--- config.mk ---
export PLATFORM = sky130hd
export DESIGN_NAME = axis_ps_to_pl_pack_flat
export DESIGN_NICKNAME = d
export VERILOG_FILES = /design/src/rtl/axis_ps_to_pl_pack_pkg.sv /design/src/rtl/axis_ps_to_pl_pack_if.sv /design/src/rtl/axis_ps_to_pl_pack_out_reg.sv /design/src/rtl/axis_ps_to_pl_pack.sv /design/src/flat_wrapper.sv
export SDC_FILE = /design/constraint.sdc
export NUM_CORES = 1
export LEC_CHECK = 0
export ABC_CLOCK_PERIOD_IN_PS = 2480
export BUFFER_PORTS_ARGS = -buffer_cell sky130_fd_sc_hd__buf_2
export CAP_MARGIN = 20
export CORE_UTILIZATION = 45
export DETAILED_ROUTE_END_ITERATION = 6
export GPL_TIMING_DRIVEN = 0
export PLACE_DENSITY_LB_ADDON = 0.3
export RECOVER_POWER = 25
export SLEW_MARGIN = 10
export SYNTH_ARGS = -nofsm -noshare
export SYNTH_HDL_FRONTEND = slang
export SYNTH_HIERARCHICAL = 1
export SYNTH_SLANG_ARGS = --single-unit
--- constraint.sdc ---
create_clock -name pl_clk -period 2.48 [get_ports pl_clk]
set_input_delay 0.496 -clock pl_clk [delete_from_list [all_inputs] [get_ports pl_clk]]
set_output_delay 0.496 -clock pl_clk [all_outputs]
set_load 0.005 [all_outputs]
--- src/rtl/axis_ps_to_pl_pack_pkg.sv ---
// Shared PL-side stream configuration: PS/PL AXIS widths, the derived pack ratio, and the packer state encoding.
package rfsoc_config;

  localparam int ps_axis_width = 32;
  localparam int pl_axis_width = 128;
  localparam int pack_ratio    = pl_axis_width / ps_axis_width;

  typedef enum logic [1:0] {
    S_FILL  = 2'd0,
    S_HOLD  = 2'd1,
    S_FLUSH = 2'd2
  } pack_state_t;

endpackage

--- src/rtl/axis_ps_to_pl_pack_if.sv ---
// Narrow PS-side AXIS input and wide PL-side AXIS output of the packer; tlast only exists with AXIS_PACK_TLAST_EN.
interface axis_ps_to_pl_pack_if
  import rfsoc_config::*;
#(
  parameter int IN_W  = ps_axis_width,
  parameter int OUT_W = pl_axis_width
);

  logic [IN_W-1:0]  s_axis_tdata;
  logic             s_axis_tvalid;
  logic             s_axis_tready;
  logic [OUT_W-1:0] m_axis_tdata;
  logic             m_axis_tvalid;
  logic             m_axis_tready;
`ifdef AXIS_PACK_TLAST_EN
  logic             s_axis_tlast;
  logic             m_axis_tlast;

  modport master (
    output s_axis_tdata, s_axis_tvalid, s_axis_tlast, m_axis_tready,
    input  s_axis_tready, m_axis_tdata, m_axis_tvalid, m_axis_tlast
  );
  modport slave (
    input  s_axis_tdata, s_axis_tvalid, s_axis_tlast, m_axis_tready,
    output s_axis_tready, m_axis_tdata, m_axis_tvalid, m_axis_tlast
  );
`else
  modport master (
    output s_axis_tdata, s_axis_tvalid, m_axis_tready,
    input  s_axis_tready, m_axis_tdata, m_axis_tvalid
  );
  modport slave (
    input  s_axis_tdata, s_axis_tvalid, m_axis_tready,
    output s_axis_tready, m_axis_tdata, m_axis_tvalid
  );
`endif

endinterface

--- src/rtl/axis_ps_to_pl_pack_out_reg.sv ---
// W-wide valid/ready holding register: load sets valid on the next edge, data held until accepted.
// A load on the same edge as an accept replaces the beat with no bubble; the caller must not load while a beat is stuck.
module axis_out_reg #(
  parameter int W = 128
) (
  input  logic         pl_clk,
  input  logic         rst,
  input  logic         load,
  input  logic [W-1:0] load_dat,
  output logic         vld,
  output logic [W-1:0] dat,
  input  logic         rdy
);

  always_ff @(posedge pl_clk) begin
    if (!rst) begin
      vld <= 1'b0;
      dat <= '0;
    end else if (load) begin
      vld <= 1'b1;
      dat <= load_dat;
    end else if (rdy) begin
      vld <= 1'b0;
    end
  end

endmodule

--- src/rtl/axis_ps_to_pl_pack.sv ---
// Packs RATIO PS-side words little-endian into one PL beat; beat valid 1 cycle after the completing word, only that word stalls.
// Build with AXIS_PACK_TLAST_EN to let tlast close a beat early (upper lanes zero) and forward m_axis_tlast.
module axis_ps_to_pl_pack
  import rfsoc_config::*;
#(
  parameter int IN_W  = ps_axis_width,
  parameter int OUT_W = pl_axis_width
) (
  input  logic                  pl_clk,
  input  logic                  rst,
  axis_ps_to_pl_pack_if.slave   axis
);

  localparam int RATIO = OUT_W / IN_W;
  localparam int CNT_W = (RATIO > 1) ? $clog2(RATIO) : 1;
  localparam logic [CNT_W-1:0] CNT_LAST = CNT_W'(RATIO - 1);
`ifdef AXIS_PACK_TLAST_EN
  localparam int OR_W = OUT_W + 1;
`else
  localparam int OR_W = OUT_W;
`endif

  logic [CNT_W-1:0] cnt_q;
  logic [OUT_W-1:0] asm_q;
  logic [OUT_W-1:0] beat;
  pack_state_t      state_q;
  pack_state_t      state_d;
  logic             last_word;
  logic             closes;
  logic             stall;
  logic             accept;
  logic             complete;
  logic             clr;
  logic             out_vld;
  logic [OR_W-1:0]  out_d;
  logic [OR_W-1:0]  out_q;

`ifdef AXIS_PACK_TLAST_EN
  assign last_word         = axis.s_axis_tlast;
  assign out_d             = {last_word, beat};
  assign axis.m_axis_tdata = out_q[OUT_W-1:0];
  assign axis.m_axis_tlast = out_q[OUT_W];
`else
  assign last_word         = 1'b0;
  assign out_d             = beat;
  assign axis.m_axis_tdata = out_q;
`endif

  // A word that would close a beat must wait while the previous beat is still stuck downstream.
  assign closes             = (cnt_q == CNT_LAST) || last_word;
  assign stall              = out_vld && !axis.m_axis_tready && closes;
  assign axis.s_axis_tready = rst && !stall;
  assign accept             = axis.s_axis_tvalid && axis.s_axis_tready;
  assign complete           = accept && closes && !clr;
  assign axis.m_axis_tvalid = out_vld;

  always_comb begin
    beat = asm_q;
    beat[int'(cnt_q)*IN_W +: IN_W] = axis.s_axis_tdata;
  end

  always_comb begin
    state_d = state_q;
    clr     = 1'b0;
    case (state_q)
      S_FILL: begin
        if (axis.s_axis_tvalid && stall)
          state_d = (cnt_q == CNT_LAST) ? S_HOLD : S_FLUSH;
      end
      S_HOLD, S_FLUSH: begin
        if (axis.m_axis_tready)
          state_d = S_FILL;
      end
      default: begin
        state_d = S_FILL;
        clr     = 1'b1;
      end
    endcase
  end

  always_ff @(posedge pl_clk) begin
    if (!rst) begin
      state_q <= S_FILL;
      cnt_q   <= '0;
      asm_q   <= '0;
    end else begin
      state_q <= state_d;
      if (clr || complete) begin
        cnt_q <= '0;
        asm_q <= '0;
      end else if (accept) begin
        cnt_q <= cnt_q + 1'b1;
        asm_q <= beat;
      end
    end
  end

  axis_out_reg #(.W(OR_W)) u_out_reg (
    .pl_clk   (pl_clk),
    .rst      (rst),
    .load     (complete),
    .load_dat (out_d),
    .vld      (out_vld),
    .dat      (out_q),
    .rdy      (axis.m_axis_tready)
  );

endmodule

--- src/flat_wrapper.sv ---
// flat-port wrapper written by rule: the top's interface ports become plain ports
module axis_ps_to_pl_pack_flat import rfsoc_config::*;
#(
  parameter int IN_W  = ps_axis_width,
  parameter int OUT_W = pl_axis_width
)
  (pl_clk, rst, axis_s_axis_tdata, axis_s_axis_tvalid, axis_m_axis_tready, axis_s_axis_tready, axis_m_axis_tdata, axis_m_axis_tvalid);
  axis_ps_to_pl_pack_if #(.IN_W(IN_W), .OUT_W(OUT_W)) axis_i ();
  input  logic pl_clk;
  input  logic rst;
  input wire logic [$bits(axis_i.s_axis_tdata)-1:0] axis_s_axis_tdata;
  input wire logic [$bits(axis_i.s_axis_tvalid)-1:0] axis_s_axis_tvalid;
  input wire logic [$bits(axis_i.m_axis_tready)-1:0] axis_m_axis_tready;
  output wire logic [$bits(axis_i.s_axis_tready)-1:0] axis_s_axis_tready;
  output wire logic [$bits(axis_i.m_axis_tdata)-1:0] axis_m_axis_tdata;
  output wire logic [$bits(axis_i.m_axis_tvalid)-1:0] axis_m_axis_tvalid;
  assign axis_i.s_axis_tdata = axis_s_axis_tdata;
  assign axis_i.s_axis_tvalid = axis_s_axis_tvalid;
  assign axis_i.m_axis_tready = axis_m_axis_tready;
  assign axis_s_axis_tready = axis_i.s_axis_tready;
  assign axis_m_axis_tdata = axis_i.m_axis_tdata;
  assign axis_m_axis_tvalid = axis_i.m_axis_tvalid;
  axis_ps_to_pl_pack #(.IN_W(IN_W), .OUT_W(OUT_W)) u_core (.pl_clk(pl_clk), .rst(rst), .axis(axis_i));
endmodule
==> qor.txt, run 1 <==
status = complete, no violations
worst rel slew slack = 56.8%
DP Wirelength = 25100 um
Port Buf Inserts = 161
IO Pins = 166
Post-Syn Instances = 1218
Root Buffer = clkbuf_16
P_leak = 4.75 nW
initial antenna violation count = 1
Worst Skew = 0.0105 ns
Initial Util = 45.7%
final core occ = 53.7%
post-synthesis cell area = 11800 um^2
fin nets = 1453
DRC errors left = 0
R2R setup slack = 0.17 ns
Area contributors post-synth = dfxtp_1 44%, mux2i_1 11%, a22o_1 7.1%
endpoint class of the critical path = primary output
die height = 164 um
Max clock buf depth = 3
Placer Congestion = 0.871
Synth top area share = 44.1%
Max-Cap Viols = 0
Worst-Margin Slew = 0.649 ns
f_max = 414 MHz
Overall Global Routing Usage = 25.0%
worst setup path class = reg2out
WHS Path Cells = 3
# hold bufs at CTS = 0
area delta synth->final = 17.5%
die width = 164 um
total congestion overflow = 0
DR vias = 9880
switching power = 2.11 mW
sw frac = 23.5%
DR WL/cell = 19.6 um
vias in the first global route = 9240
vias per cell = 5.61
worst hold start = rst
Cell variety after synth = 36
RSZ-0062 raised after global routing = yes
dominant synthesized flop cell = dfxtp_1
first-pass GRT wire length = 52400 um
Int Pwr = 6.87 mW
CORE AREA = 25900 um^2
clock share of power = 46.2%
Pwr per Cell Area = 645 nW/um^2
r2r endpoint = u_core/u_out_reg/dat[105]
most frequent cell after synthesis = dfxtp_1
# setup viols final = 0
syn nets = 1262
filler cell count = 2424
HP Class = in2reg
EDFF count, synth = 0
cell row count = 59
met3 usage = 3.94%
Detail Route Antenna Nets = 0
Sink Count = 261
CTS buffer count = 28
pin count of the biggest net entering global routing = 18
r2r startpoint = u_core/cnt_q[0]
Final min period = 2.42 ns
max-slew violation count = 0
Critical Path RT = 1.98 ns
Ys Warns = 6
most frequent cells after synthesis = 261 x dfxtp_1, 133 x nor2b_1, 129 x inv_1, 128 x mux2i_1, 96 x a22o_1
# diodes = 0
ys async rst share = 0%
Setup crit start = u_core/cnt_q[0]
sequential share of power = 47.1%
die footprint = 27000 um^2
busiest grt layer = met2
router iterations before antenna repair = 5
final hold violations = 0
final period utilization = 97.5%
H-tree depth = 1
worst hold slack = 0.260 ns
area leader, netlist = dfxtp_1
ratio of cells with drive above 1 in the final layout = 16.1%
grt met1 use = 34.3%
Tot Pwr = 8.98 mW
pre-CTS WS = -0.100 ns
Hold EP = u_core/state_q[1]
Logic pwr share = 6.6%
startpoint types = register
sequential fraction of the synthesis area = 44.1%
Crit Path Max Fanout = 10
clock transition at the registers of the reported paths = 0.06 ns
CTS tree = done
Crit path arrival time = 1.92 ns
placed cell count = 1714
mean post-synth cell area = 9.73 um^2
Clock Latency Late Sink = 0.54 ns
met2 GRT Util = 40.2%
VDD IR max = 0.519 mV
Seq cells post-synth = 261
worst setup margin = 0.0623 ns
final wirelength = 34500 um
initial DRC count = 897
non-filler instance count after layout = 1760
FF-to-FF path depth = 10
## state kept, by name, summed over array words and instances, names as in the netlist
signal                cells
u_core/asm_q            128
u_core/cnt_q              2
u_core/state_q            2
u_core/u_out_reg/dat    128
u_core/u_out_reg/vld      1
## routing by layer
| metal | vias to the layer above | wire length (um) | part of all wire [%] |
|---|---|---|---|
| li1 | 4740 | - | - |
| met1 | 4760 | 15600 | 45 |
| met2 | 312 | 15900 | 46 |
| met3 | 66 | 2110 | 6.1 |
| met4 | 2 | 924 | 2.7 |
| met5 | - | 13 | 0.038 |
## timing repair
| action | CTS | global route |
|---|---|---|
| setup buffers | 1 | 0 |
| resized for setup | 2 | 6 |
| setup endpoints to repair | 110 | 13 |
## cell usage in the layout, fill, tap and decap left out, types with 2 or more instances in the layout
cell type / netlist / routed
nor2_1: 3 / 3
clkbuf_16: 0 / 29
clkinv_2: 0 / 5
inv_1: 129 / 129
o21ai_0: 68 / 68
buf_2: 32 / 135
bufinv_16: 0 / 2
dfxtp_1: 261 / 260
mux2i_1: 128 / 128
clkbuf_8: 0 / 5
nand4_1: 39 / 39
o211ai_1: 32 / 32
buf_4: 15 / 17
a21oi_1: 41 / 41
and2_1: 3 / 3
buf_6: 9 / 9
buf_1: 0 / 3
nand4b_1: 3 / 3
nand3_1: 5 / 5
nand2_1: 35 / 35
nor2b_1: 133 / 133
o32ai_1: 80 / 80
o21ai_1: 5 / 5
a22o_1: 96 / 96
ha_1: 8 / 6
o32ai_2: 10 / 10
buf_12: 11 / 11
and4bb_1: 2 / 2
clkbuf_1: 57 / 114
and3b_1: 2 / 2
## critical path, stage by stage, from the launching register on
cell and delay (ns):
dfxtp_2 0.41, ha_2 0.25, nand3b_1 0.15, buf_2 0.23
and2_1 0.20, buf_2 0.13
## worst max-delay path by stage
stage                                          end  cells after the start
after global routing            axis_s_axis_tready                      5
after detailed placement  u_core/u_out_reg/dat[62]                     10
after CTS                       axis_s_axis_tready                      5
after floorplan           u_core/u_out_reg/dat[16]                     10
after global placement    u_core/u_out_reg/dat[61]                     10
final                           axis_s_axis_tready                      5
## metrics by stage
stage / setup TNS [ns] / cell area, um^2
after global routing: -0.0312 / 13900
after floorplan: 0 / 11800
final: 0 / 13900
after CTS: 0 / 14000
after detailed placement: -6.61 / 13100
after global placement: -9.67 / 13100
## cells by family (layout without fill, tap and decap cells)
family	count (synthesis)	after routing	synth area share, %
flops	261	261	44.1
compound gates	335	335	21.5
simple gates	232	232	11.7
buf+inv	254	461	11.0
fa+ha+maj	8	8	0.845
mux	128	128	10.8
## power by group through the flow
| stage | Clock (mW) | Combinational (mW) | Sequential [mW] |
|---|---|---|---|
| after floorplan | 0 | 0.355 | 4.32 |
| after global placement | 0 | 0.569 | 4.32 |
| after detailed placement | 0 | 0.577 | 4.32 |
| after CTS | 4.20 | 0.579 | 4.23 |
| after global routing | 4.37 | 0.641 | 4.23 |
| final | 4.15 | 0.596 | 4.23 |
## final cells by class
cell class                 count  area, um^2  area share, %
buffer                       124         826           5.93
clock buffer                  39         813           5.84
clock inverter                 7        85.1          0.611
inverter                     129         484           3.48
multi-input combinational    703        5330           38.3
sequential                   261        5230           37.5
tap                          335         419           3.01
timing repair buffer         162         742           5.33
Note: power is estimated with default switching activity, not from simulation.
==> inputs of run 2 (changes only) <==
--- a/config.mk
+++ b/config.mk
@@ -11,8 +11,7 @@
 export CORE_UTILIZATION = 45
 export DETAILED_ROUTE_END_ITERATION = 6
 export GPL_TIMING_DRIVEN = 0
-export PLACE_DENSITY_LB_ADDON = 0.3
-export RECOVER_POWER = 25
+export PLACE_DENSITY_LB_ADDON = 0.2
 export SLEW_MARGIN = 10
 export SYNTH_ARGS = -nofsm -noshare
 export SYNTH_HDL_FRONTEND = slang
==> qor.txt, run 2 (same netlist as run 1, synthesis figures left out) <==
r2r startpoint = u_core/cnt_q[0]
Setup crit start = u_core/cnt_q[1]
DR WL/cell = 19.5 um (-0.84%)
Hold EP = u_core/state_q[1]
first-pass GRT wire length = 52800 um (+0.84%)
# diodes = 0 (unchanged)
commonest non-fill, non-tap cell in the layout = dfxtp_1
H-tree depth = 1 (unchanged)
status = complete, no violations
worst setup path class = reg2out
clock transition at the registers of the reported paths = 0.06 ns (about the same)
Worst Skew = 0.0117 ns (+0.00117 ns)
final hold violations = 0 (unchanged)
ratio of cells with drive above 1 in the final layout = 20.6% (+4.5 points)
pin count of the biggest net entering global routing = 18 (unchanged)
Max-Cap Viols = 0 (unchanged)
Overall Global Routing Usage = 25.1% (+0.083 points)
max-slew violation count = 0 (unchanged)
P_leak = 5.05 nW (+6.3%)
Sink Count = 261 (unchanged)
initial DRC count = 712 (-21%)
DR vias = 9765 (-1.2%)
worst hold start = rst
DP Wirelength = 25100 um (about the same)
Placer Congestion = 0.890 (+2.3%)
setup TNS = 0 ns (unchanged)
startpoint types = register
vias per cell = 5.55 (-1.2%)
Root Buffer = clkbuf_16
final period utilization = 96.8% (-0.69 points)
Crit path arrival time = 1.90 ns (-0.02 ns)
Detail Route Antenna Nets = 0 (unchanged)
RSZ-0062 raised after global routing = no
die height = 164 um (unchanged)
WHS Path Cells = 3 (unchanged)
f_max = 417 MHz (+0.71%)
vias in the first global route = 9385 (+1.6%)
VDD IR max = 0.490 mV (-5.5%)
switching power = 2.11 mW (+0.23%)
Worst-Margin Slew = 0.627 ns (-0.0218 ns)
endpoint class of the critical path = primary output
most frequent cells in the layout = 260 x dfxtp_1, 194 x buf_2, 133 x nor2b_1, 129 x inv_1, 128 x mux2i_1
largest registers = u_core/asm_q: 128 flops, u_core/u_out_reg/dat: 128 flops
worst rel slew slack = 58.2% (+1.5 points)
Critical Path RT = 1.98 ns (about the same)
die width = 164 um (unchanged)
Clock Latency Late Sink = 0.54 ns (about the same)
Final min period = 2.40 ns (-0.0171 ns)
CORE AREA = 25900 um^2 (unchanged)
post-route cell area = 14100 um^2 (+1.2%)
Logic pwr share = 6.4% (-0.2 points)
die footprint = 27000 um^2 (unchanged)
FF-to-FF path depth = 10 (unchanged)
router iterations before antenna repair = 5 (unchanged)
CTS buffer count = 28 (unchanged)
DRC errors left = 0 (unchanged)
R2R setup slack = 0.16 ns (about the same)
worst setup margin = 0.0794 ns (+0.0171 ns)
final wirelength = 34300 um (-0.78%)
area delta synth->final = 18.9%
pre-CTS WS = -0.101 ns (-0.000822 ns)
# setup viols final = 0 (unchanged)
sw frac = 22.8% (-0.66 points)
Pwr per Cell Area = 657 nW/um^2 (+2.0%)
clock share of power = 47.9% (+1.7 points)
sequential share of power = 45.7% (-1.4 points)
Post-DP Area = 13100 um^2 (unchanged)
IO Pins = 166 (unchanged)
CTS tree = done
cell row count = 59 (unchanged)
HP Class = in2reg
Port Buf Inserts = 161 (unchanged)
Crit Path Max Fanout = 10 (unchanged)
initial antenna violation count = 0 (-1)
worst hold slack = 0.247 ns (-0.0127 ns)
Int Pwr = 7.15 mW (+4.0%)
r2r endpoint = u_core/u_out_reg/dat[33]
Initial Util = 45.7% (unchanged)
fin nets = 1453 (unchanged)
Max clock buf depth = 3 (unchanged)
total congestion overflow = 0 (unchanged)
## run 2: cell count changes in the layout (fill, tap and decap cells not counted), moves of 2 or more
cell,previous run,this run
clkbuf_1,114,55
clkbuf_8,5,11
buf_1,3,0
buf_2,135,194
clkinv_2,5,3
## run 2: worst max path at each step
stage,to,slack [ns],cells after the start
floorplan,u_core/u_out_reg/dat[16],0.30,10
global placement,u_core/u_out_reg/dat[57],-0.16,10
detailed placement,u_core/u_out_reg/dat[107],-0.10,10
CTS,axis_s_axis_tready,0.03,5
global route,axis_s_axis_tready,0.03,5
finish,axis_s_axis_tready,0.08,5
## run 2: metal layers
metal | vias to the layer above | track usage, % | wire length [um]
li1 | 4740 | - | -
met1 | 4679 | 34.1 | 15600
met2 | 285 | 41.0 | 15900
met3 | 61 | 3.48 | 1870
met4 | 0 | 7.79 | 893
met5 | - | 0 | 0
## run 2: power groups by stage
stage          clock network (mW)  registers, mW  logic, mW
2_1_floorplan                   0           4.32      0.355
4_1_cts                      4.52           4.23      0.581
5_1_grt                      4.71           4.23      0.640
3_3_place_gp                    0           4.32      0.571
3_5_place_dp                    0           4.32      0.578
6_report                     4.44           4.23      0.589
## run 2: critical path, cell delays in order (launching register included)
cell,delay [ns]
dfxtp_1,0.41
ha_2,0.26
nand3b_1,0.14
buf_2,0.23
and2_1,0.20
buf_2,0.13
## run 2: stage by stage
stage               cells  util [%]  power [mW]
global placement     1714      50.4        4.89
detailed placement   1714      50.4        4.90
global route         1761      54.4        9.58
floorplan            1218         -        4.67
finish               1761      54.4        9.26
CTS                  1761      54.3        9.33
## run 2: layout make-up
type	count	area, um^2
buffer	124	821
clock buffer	40	877
clock inverter	7	116
fill	2390	11800
inverter	129	484
multi-input combinational	703	5330
sequential	261	5230
tap	335	419
timing repair buffer	162	813
## run 2: repair_timing
action | CTS | global route
cloned | 0 | 0
setup endpoints to repair | 110 | 12
gates resized for setup | 3 | 4
hold buffers | 0 | 0
buffers inserted | 1 | 0
==> inputs of run 3 (changes only) <==
--- a/config.mk
+++ b/config.mk
@@ -9,6 +9,7 @@
 export BUFFER_PORTS_ARGS = -buffer_cell sky130_fd_sc_hd__buf_2
 export CAP_MARGIN = 20
 export CORE_UTILIZATION = 45
+export CTS_BUF_LIST = sky130_fd_sc_hd__clkbuf_8
 export DETAILED_ROUTE_END_ITERATION = 6
 export GPL_TIMING_DRIVEN = 0
 export PLACE_DENSITY_LB_ADDON = 0.2
==> qor.txt, run 3 (same netlist as run 1, synthesis figures left out) <==
Max clock buf depth = 3 (unchanged)
CTS buffer count = 45 (+61%)
Crit Path Max Fanout = 10 (unchanged)
H-tree depth = 2 (+1)
first-pass GRT wire length = 53000 um (+0.29%)
die width = 164 um (unchanged)
largest registers = u_core/asm_q: 128 flops, u_core/u_out_reg/dat: 128 flops
WHS Path Cells = 3 (unchanged)
total congestion overflow = 0 (unchanged)
Detail Route Antenna Nets = 0 (unchanged)
HP Class = in2reg
post-route cell area = 14000 um^2 (-0.71%)
FF-to-FF path depth = 10 (unchanged)
Overall Global Routing Usage = 25.4% (+0.28 points)
DR WL/cell = 19.2 um (-1.1%)
Root Buffer = clkbuf_8
die height = 164 um (unchanged)
r2r endpoint = u_core/u_out_reg/dat[33]
worst setup path class = reg2out
f_max = 416 MHz (-0.19%)
Clock Latency Late Sink = 0.56 ns (+0.02 ns)
commonest non-fill, non-tap cell in the layout = dfxtp_1
final wirelength = 34500 um (+0.54%)
r2r startpoint = u_core/cnt_q[0]
DR vias = 9797 (+0.33%)
startpoint types = register
Worst Skew = 0.0183 ns (+0.00665 ns)
CTS tree = done
RSZ-0062 raised after global routing = no
cell row count = 59 (unchanged)
Placer Congestion = 0.890 (unchanged)
VDD IR max = 0.369 mV (-25%)
Final min period = 2.41 ns (+0.00465 ns)
Critical Path RT = 1.98 ns (about the same)
die footprint = 27000 um^2 (unchanged)
Initial Util = 45.7% (unchanged)
Crit path arrival time = 1.91 ns (about the same)
Max-Cap Viols = 0 (unchanged)
DP Wirelength = 25100 um (unchanged)
initial DRC count = 680 (-4.5%)
pin count of the biggest net entering global routing = 18 (unchanged)
Worst-Margin Slew = 0.654 ns (+0.0271 ns)
# setup viols final = 0 (unchanged)
area delta synth->final = 18.1%
vias per cell = 5.47 (-1.4%)
Post-DP Area = 13100 um^2 (unchanged)
IO Pins = 166 (unchanged)
P_leak = 5.07 nW (+0.38%)
R2R setup slack = 0.15 ns (about the same)
DRC errors left = 0 (unchanged)
Port Buf Inserts = 161 (unchanged)
vias in the first global route = 9451 (+0.70%)
router iterations before antenna repair = 5 (unchanged)
most frequent cells in the layout = 260 x dfxtp_1, 194 x buf_2, 144 x inv_1, 133 x nor2b_1, 128 x mux2i_1
setup TNS = 0 ns (unchanged)
fin nets = 1470 (+1.2%)
worst rel slew slack = 56.4% (-1.8 points)
# diodes = 0 (unchanged)
Sink Count = 261 (unchanged)
Pwr per Cell Area = 622 nW/um^2 (-5.5%)
clock transition at the registers of the reported paths = 0.06 ns (about the same)
status = complete, no violations
max-slew violation count = 0 (unchanged)
worst hold start = rst
endpoint class of the critical path = primary output
CORE AREA = 25900 um^2 (unchanged)
# hold bufs at CTS = 0 (unchanged)
Hold EP = u_core/state_q[1]
final hold violations = 0 (unchanged)
initial antenna violation count = 0 (unchanged)
ratio of cells with drive above 1 in the final layout = 21.2% (+0.61 points)
final period utilization = 97.0% (+0.19 points)
==> run 3: changes by cell type in the layout (fill, tap and decap cells not counted), sizes merged <==
cell and change:
inv +14, clkinvlp +1, clkbuf +17, bufinv -2
==> run 3: through the flow <==
stage | hold slack, ns | total power, mW | setup WS (ns) | utilization [%] | instances
3_5_place_dp | 0.446 | 4.90 | -0.101 | 50.4 | 1714
2_1_floorplan | 0.432 | 4.67 | 0.304 | - | 1218
3_3_place_gp | 0.443 | 4.89 | -0.157 | 50.4 | 1714
4_1_cts | 0.207 | 8.77 | 0.0218 | 53.9 | 1791
5_1_grt | 0.239 | 9.04 | 0.0172 | 54.0 | 1791
6_report | 0.228 | 8.69 | 0.0747 | 54.0 | 1791
==> run 3: timing repair <==
action                                  in CTS  in global routing
endpoints found under the setup margin     110                 11
gates cloned                                 0                  0
setup buffers                                1                  0
gates resized for setup                      3                  4
==> run 3: area by class of cell <==
cell class,count,area [um^2]
flip-flops and latches,261,5230
plain buffers,124,821
fillers,2417,11900
well taps,335,419
clock buffers,57,785
inverters,129,484
repair buffers,162,813
clock inverters,20,109
multi-input cells,703,5330
==> run 3: per-layer routing <==
metal  track usage, %  wire [um]  share of wire [%]
met5                0          0                  0
met4             9.81       1010                2.9
met3             4.70       2000                5.8
met2             40.4      15700                 46
met1             33.9      15700                 46
==> run 3: worst max-delay path by stage <==
stage	startpoint	end	slack [ns]	cells after the start
detailed placement	u_core/cnt_q[0]	u_core/u_out_reg/dat[107]	-0.10	10
CTS	u_core/cnt_q[1]	axis_s_axis_tready	0.02	5
global placement	u_core/cnt_q[0]	u_core/u_out_reg/dat[57]	-0.16	10
floorplan	u_core/cnt_q[0]	u_core/u_out_reg/dat[16]	0.30	10
global route	u_core/cnt_q[1]	axis_s_axis_tready	0.02	5
finish	u_core/cnt_q[1]	axis_s_axis_tready	0.07	5
==> run 3: power breakdown <==
part	internal (mW)	switching [mW]	leakage [nW]
sequential	4.22	0.0143	2.10
clock	2.15	1.72	0.516
combinational	0.186	0.401	2.45
==> run 3: worst max-delay path, stage by stage, from the launching register on <==
cell and delay, ns:
dfxtp_1 0.41, ha_2 0.25, nand3b_1 0.14, buf_2 0.22, and2_1 0.20, buf_2 0.13
